File: src/rtl/tt_um_vote_supervisor.sv
// Vote supervisor: OK/SUSPECT/TRIPPED/RECOVER FSM with a fail/pass streak counter; optional peak-fail register under VOTE_SUP_PEAK_EN.
// Latency: one clk edge from accepted sample to registered uo_out. No backpressure: samples are taken whenever ena & sample_valid.
module tt_um_vote_supervisor (
    input  logic       clk,
    input  logic       rst_n,
    input  logic       ena,
    input  logic [7:0] ui_in,
    input  logic [7:0] uio_in,
    output logic [7:0] uo_out,
    output logic [7:0] uio_out,
    output logic [7:0] uio_oe
);

    typedef enum logic [1:0] {
        ST_OK       = 2'b00,
        ST_SUSPECT  = 2'b01,
        ST_TRIPPED  = 2'b10,
        ST_RECOVER  = 2'b11
    } state_t;

    state_t     state, state_nxt;
    logic [3:0] streak, streak_nxt;
    logic       alarm, alarm_nxt;
    logic       trip_pulse, trip_pulse_nxt;
    logic       peak_clr;
    logic [3:0] peak_fails;

    logic       accept, fail, pass, ack;
    logic [3:0] count_fails, trip_thr, rec_thr, streak_sat;
    logic [4:0] streak_inc;

    assign accept      = ena & ui_in[5];
    assign fail        = accept & ui_in[0];
    assign pass        = accept & ~ui_in[0];
    assign ack         = ena & ui_in[6];
    assign count_fails = ui_in[4:1];

    // A programmed threshold of zero behaves as one.
    assign trip_thr   = (uio_in[3:0] == 4'd0) ? 4'd1 : uio_in[3:0];
    assign rec_thr    = (uio_in[7:4] == 4'd0) ? 4'd1 : uio_in[7:4];
    assign streak_inc = {1'b0, streak} + 5'd1;
    assign streak_sat = (streak == 4'hF) ? 4'hF : streak_inc[3:0];

    always_ff @(posedge clk or negedge rst_n) begin
        if (!rst_n) begin
            state  <= ST_OK;
            streak <= 4'd0;
        end else begin
            state  <= state_nxt;
            streak <= streak_nxt;
        end
    end

    always_comb begin
        state_nxt  = state;
        streak_nxt = streak;
        case (state)
            ST_OK: begin
                if (fail) begin
                    if (trip_thr == 4'd1) begin
                        state_nxt  = ST_TRIPPED;
                        streak_nxt = 4'd0;
                    end else begin
                        state_nxt  = ST_SUSPECT;
                        streak_nxt = 4'd1;
                    end
                end else if (pass) begin
                    streak_nxt = 4'd0;
                end
            end
            ST_SUSPECT: begin
                if (fail) begin
                    if (streak_inc >= {1'b0, trip_thr}) begin
                        state_nxt  = ST_TRIPPED;
                        streak_nxt = 4'd0;
                    end else begin
                        streak_nxt = streak_sat;
                    end
                end else if (pass) begin
                    state_nxt  = ST_OK;
                    streak_nxt = 4'd0;
                end
            end
            ST_TRIPPED: begin
                if (pass) begin
                    if (streak_inc >= {1'b0, rec_thr}) begin
                        state_nxt  = ST_RECOVER;
                        streak_nxt = 4'd0;
                    end else begin
                        streak_nxt = streak_sat;
                    end
                end else if (fail) begin
                    streak_nxt = 4'd0;
                end
            end
            ST_RECOVER: begin
                // A fail on the ack edge takes priority over the ack.
                if (fail) begin
                    state_nxt  = ST_TRIPPED;
                    streak_nxt = 4'd0;
                end else if (ack) begin
                    state_nxt  = ST_OK;
                    streak_nxt = 4'd0;
                end
            end
            default: begin
                state_nxt  = ST_OK;
                streak_nxt = 4'd0;
            end
        endcase
    end

    always_comb begin
        alarm_nxt      = (state_nxt == ST_TRIPPED) || (state_nxt == ST_RECOVER);
        trip_pulse_nxt = (state_nxt == ST_TRIPPED) && (state != ST_TRIPPED);
        peak_clr       = (state == ST_RECOVER) && (state_nxt == ST_OK);
    end

    always_ff @(posedge clk or negedge rst_n) begin
        if (!rst_n) begin
            alarm      <= 1'b0;
            trip_pulse <= 1'b0;
        end else begin
            alarm      <= alarm_nxt;
            trip_pulse <= trip_pulse_nxt;
        end
    end

`ifdef VOTE_SUP_PEAK_EN
    always_ff @(posedge clk or negedge rst_n) begin
        if (!rst_n) begin
            peak_fails <= 4'd0;
        end else if (peak_clr) begin
            peak_fails <= 4'd0;
        end else if (accept && (count_fails > peak_fails)) begin
            peak_fails <= count_fails;
        end
    end

    logic unused;
    assign unused = &{1'b0, ui_in[7]};
`else
    assign peak_fails = 4'd0;

    logic unused;
    assign unused = &{1'b0, ui_in[7], count_fails, peak_clr};
`endif

    assign uo_out  = {trip_pulse, peak_fails, state, alarm};
    assign uio_out = 8'h00;
    assign uio_oe  = 8'h00;

endmodule

File: config.mk
export PLATFORM = sky130hd
export DESIGN_NAME = tt_um_vote_supervisor
export DESIGN_NICKNAME = d
export VERILOG_FILES = /design/src/rtl/tt_um_vote_supervisor.sv
export SDC_FILE = /design/constraint.sdc
export NUM_CORES = 1
export LEC_CHECK = 0
export CAP_MARGIN = 0
export CORE_MARGIN = 2
export CORE_UTILIZATION = 36
export CTS_BUF_LIST = sky130_fd_sc_hd__clkbuf_16
export CTS_CLUSTER_SIZE = 8
export DETAILED_ROUTE_END_ITERATION = 8
export PLACE_DENSITY = 0.74
export SYNTH_ARGS = -nofsm -noshare
export SYNTH_HDL_FRONTEND = slang
export SYNTH_SLANG_ARGS = --single-unit
File: constraint.sdc
create_clock -name clk -period 1.95 [get_ports clk]
set_input_delay 0.585 -clock clk [delete_from_list [all_inputs] [get_ports clk]]
set_output_delay 0.585 -clock clk [all_outputs]
set_load 0.05 [all_outputs]
==> metrics <==
worst-margin pin slew=roughly 0.53 ns; grt ovf=0; First-pass DRT Iterations=4; sequential share of power=~17%; endpoints failing setup=0; Core ar.=between 2000 and 2500 sq um; CTS tree=yes; synthesized area=892 sq um; Die ar.=2890 sq um; IO Pins=43; fillers=roughly 210; utilization after layout=a little under three fifths; relative slew slack=about 65%; initial core utilization=37.0%; Post-synth top cells=24 x buf_4, 9 x ha_1, 9 x nand2_1; largest cells by area after synthesis=buf_4 20%, dfrtp_1 20%, ha_1 13%; Seq/Total Area, Yosys=between 10% and 20%; Layout Nets=169; total power=1.49 mW; routed len/inst=~14 microns; sw frac=between 40% and 50%; IO Port Bufs=17; design area=1330 sq um; Iter 0 DRT Violations=15; Crit Path Class=input pin to flip-flop; Setup crit end kind=flip-flop; initial antenna violation count=0; dpl hpwl=between 1500 and 2000 microns; skew final=around 0.00058 ns; Critical-path top delay cell=a211o_1; Tcrit/Tclk final=99.4%; Place WS=-0.653 ns; cts hold-fix bufs=0; internal power=0.860 mW; Slew Viols, Final=0; CP Max Fanout=2; ANT nets after route=0; Vias/cell=roughly 4.8; Hold Path Class=flip-flop to flip-flop; via count=814; Combinational Power Share=between 50% and 60%; Hold Vio Cnt, Final=0; most common cell in the netlist=buf_4; Max Freq=a little over 500 MHz; slowest stage delay, CP=0.27 ns; VDD IR max=between 0.0008 and 0.0009 V; Syn Area/Cell=slightly above 8 sq um; PnR worst setup slack=0.0127 ns; Clock Latency Late Sink=roughly 0.23 ns; pin count of the biggest net entering global routing=13; minimum clock period after layout=roughly 1.9 ns; Max Buffers Root-to-Sink=2; Max H-tree Level=1; Main synth FF type=dfrtp_1; # diodes=0; Synth cell types=34; crit-path leading delay family=compound AO/OA/AOI/OAI gates; run status=finished clean; clock group share of total power=23.9%; Critical Path AT=around 2.1 ns; unrepaired setup endpoints after global routing=yes; Max-Cap Viols=0; first-pass GRT wire length=between 3000 and 4000 microns; vias in the first global route=approximately 750; Chip Height=53.8 microns; Leak=0.638 nW; Area after DPL=about 1100 sq um; Reg clk slew, reported paths=roughly 0.04 ns; Psw=roughly 0.63 mW; crit-path cells=buf_2 > inv_2 > a31o_4 > ha_4 > nor3b_2 > o21bai_2 > a211o_1 > a21oi_2 > o211a_1; die width=~54 microns; wirelength, routed=about 2300 microns; crit start category=input pin; Post-Synthesis Cells=approximately 110; GRT Overall Usage=between 10% and 20%; number of enable flip-flop cells after synthesis=0; total negative setup slack=0 ns; TritonCTS buffer count=3; crit path buf inv count=2; FFs w/ async S/R, synth=100%; row count=18; YS warnings=0; Synth top area share=between 20% and 30%; Yosys top cell by area=buf_4; share of cells above drive strength 1=a little over two fifths; drt drc=0; CP required=about 2.1 ns; synth-to-layout area growth=49.2%; RePlAce Congestion=approximately 0.85; total power per unit cell area=1120 nW/um^2; Seq cells post-synth=7; clk sink count=7; CTS Root Cell=clkbuf_16
-- layout make-up --
class | instances | area [sq um] | share of cell area, %
Timing Repair Buffer | 34 | 298 | 22.4
Clock buffer | 3 | 75.1 | 5.64
Clock inverter | 1 | 5.00 | 0.376
Tap cell | 30 | 37.5 | 2.82
Multi-Input combinational cell | 87 | 709 | 53.3
Sequential cell | 7 | 176 | 13.3
Inverter | 8 | 30.0 | 2.26
-- power groups by stage --
stage	Sequential (mW)	Clock, mW	Combinational, mW
6_report	0.255	0.357	0.880
5_1_grt	0.265	0.372	0.934
4_1_cts	0.250	0.355	0.762
3_5_place_dp	0.248	0	0.698
3_3_place_gp	0.244	0	0.673
2_1_floorplan	0.247	0	0.489
-- metal layers --
metal	part of all wire [%]	wire (microns)	track usage, %
met5	0	0	0
met3	3.2	75	1.67
met1	39	918	14.8
met4	0.72	17	9.83
met2	57	1340	28.3
-- per-stage QoR --
step | instances | hold WS [ns]
6_report | 170 | 0.589
5_1_grt | 170 | 0.628
4_1_cts | 167 | 0.582
3_5_place_dp | 162 | 0.552
3_3_place_gp | 162 | 0.524
2_1_floorplan | 128 | 0.289
-- what timing repair did --
item                       4_1_cts  5_1_grt
pin swaps                       16        7
setup buffers                    1        3
gates resized for setup         36       16
setup endpoints to repair        7        6
-- placed cells by master, fill, tap and decap left out, types with 2 or more instances in the layout --
| master | count |
|---|---|
| buf_6 | 2 |
| conb_1 | 20 |
| nor3_1 | 2 |
| dfrtp_1 | 6 |
| clkdlybuf4s50_1 | 5 |
| a21oi_1 | 3 |
| nand2_1 | 9 |
| ha_1 | 4 |
| a211oi_2 | 2 |
| ha_4 | 5 |
| o211a_1 | 2 |
| o21ai_1 | 5 |
| buf_4 | 16 |
| buf_2 | 7 |
| inv_2 | 3 |
| nor2_1 | 8 |
| buf_12 | 3 |
| clkbuf_16 | 3 |
| a21oi_2 | 2 |
| nand3_1 | 3 |
| inv_1 | 5 |
-- registers in the layout, indices dropped and copies added, names as in the netlist --
signal and count:
streak 4, alarm 1, state 1, trip_pulse 1
-- cell families (layout without fill, tap and decap cells) --
family / Yosys count / count (layout) / synth area share [%]
buf+inv: 34 / 46 / 26.1
simple gates: 33 / 33 / 19.8
compound gates: 22 / 22 / 18.4
fa+ha+maj: 9 / 9 / 12.6
flops: 7 / 7 / 19.6
xor+xnor: 2 / 2 / 1.96
other cells: 1 / 20 / 0.420
mux: 1 / 1 / 1.12
-- path summary, 6_finish.rpt --
check                          start         end  slack [ns]  cells after the start
max                        uio_in[5]  trip_pulse        0.01                      9
min                        streak[3]   streak[3]        0.59                      2
max reg2reg                streak[1]  trip_pulse        0.04                      7
min reg2reg                streak[3]   streak[3]        0.59                      2
max in group asynchronous      rst_n   streak[2]        1.08                      1
min in group asynchronous      rst_n   streak[1]        0.61                      1
-- worst min-delay path, stage by stage (launching register included) --
cell and delay [ns]:
dfrtp_1 0.40, nand2_1 0.07, o21ai_1 0.07
Power figures use the tool's default switching activity.
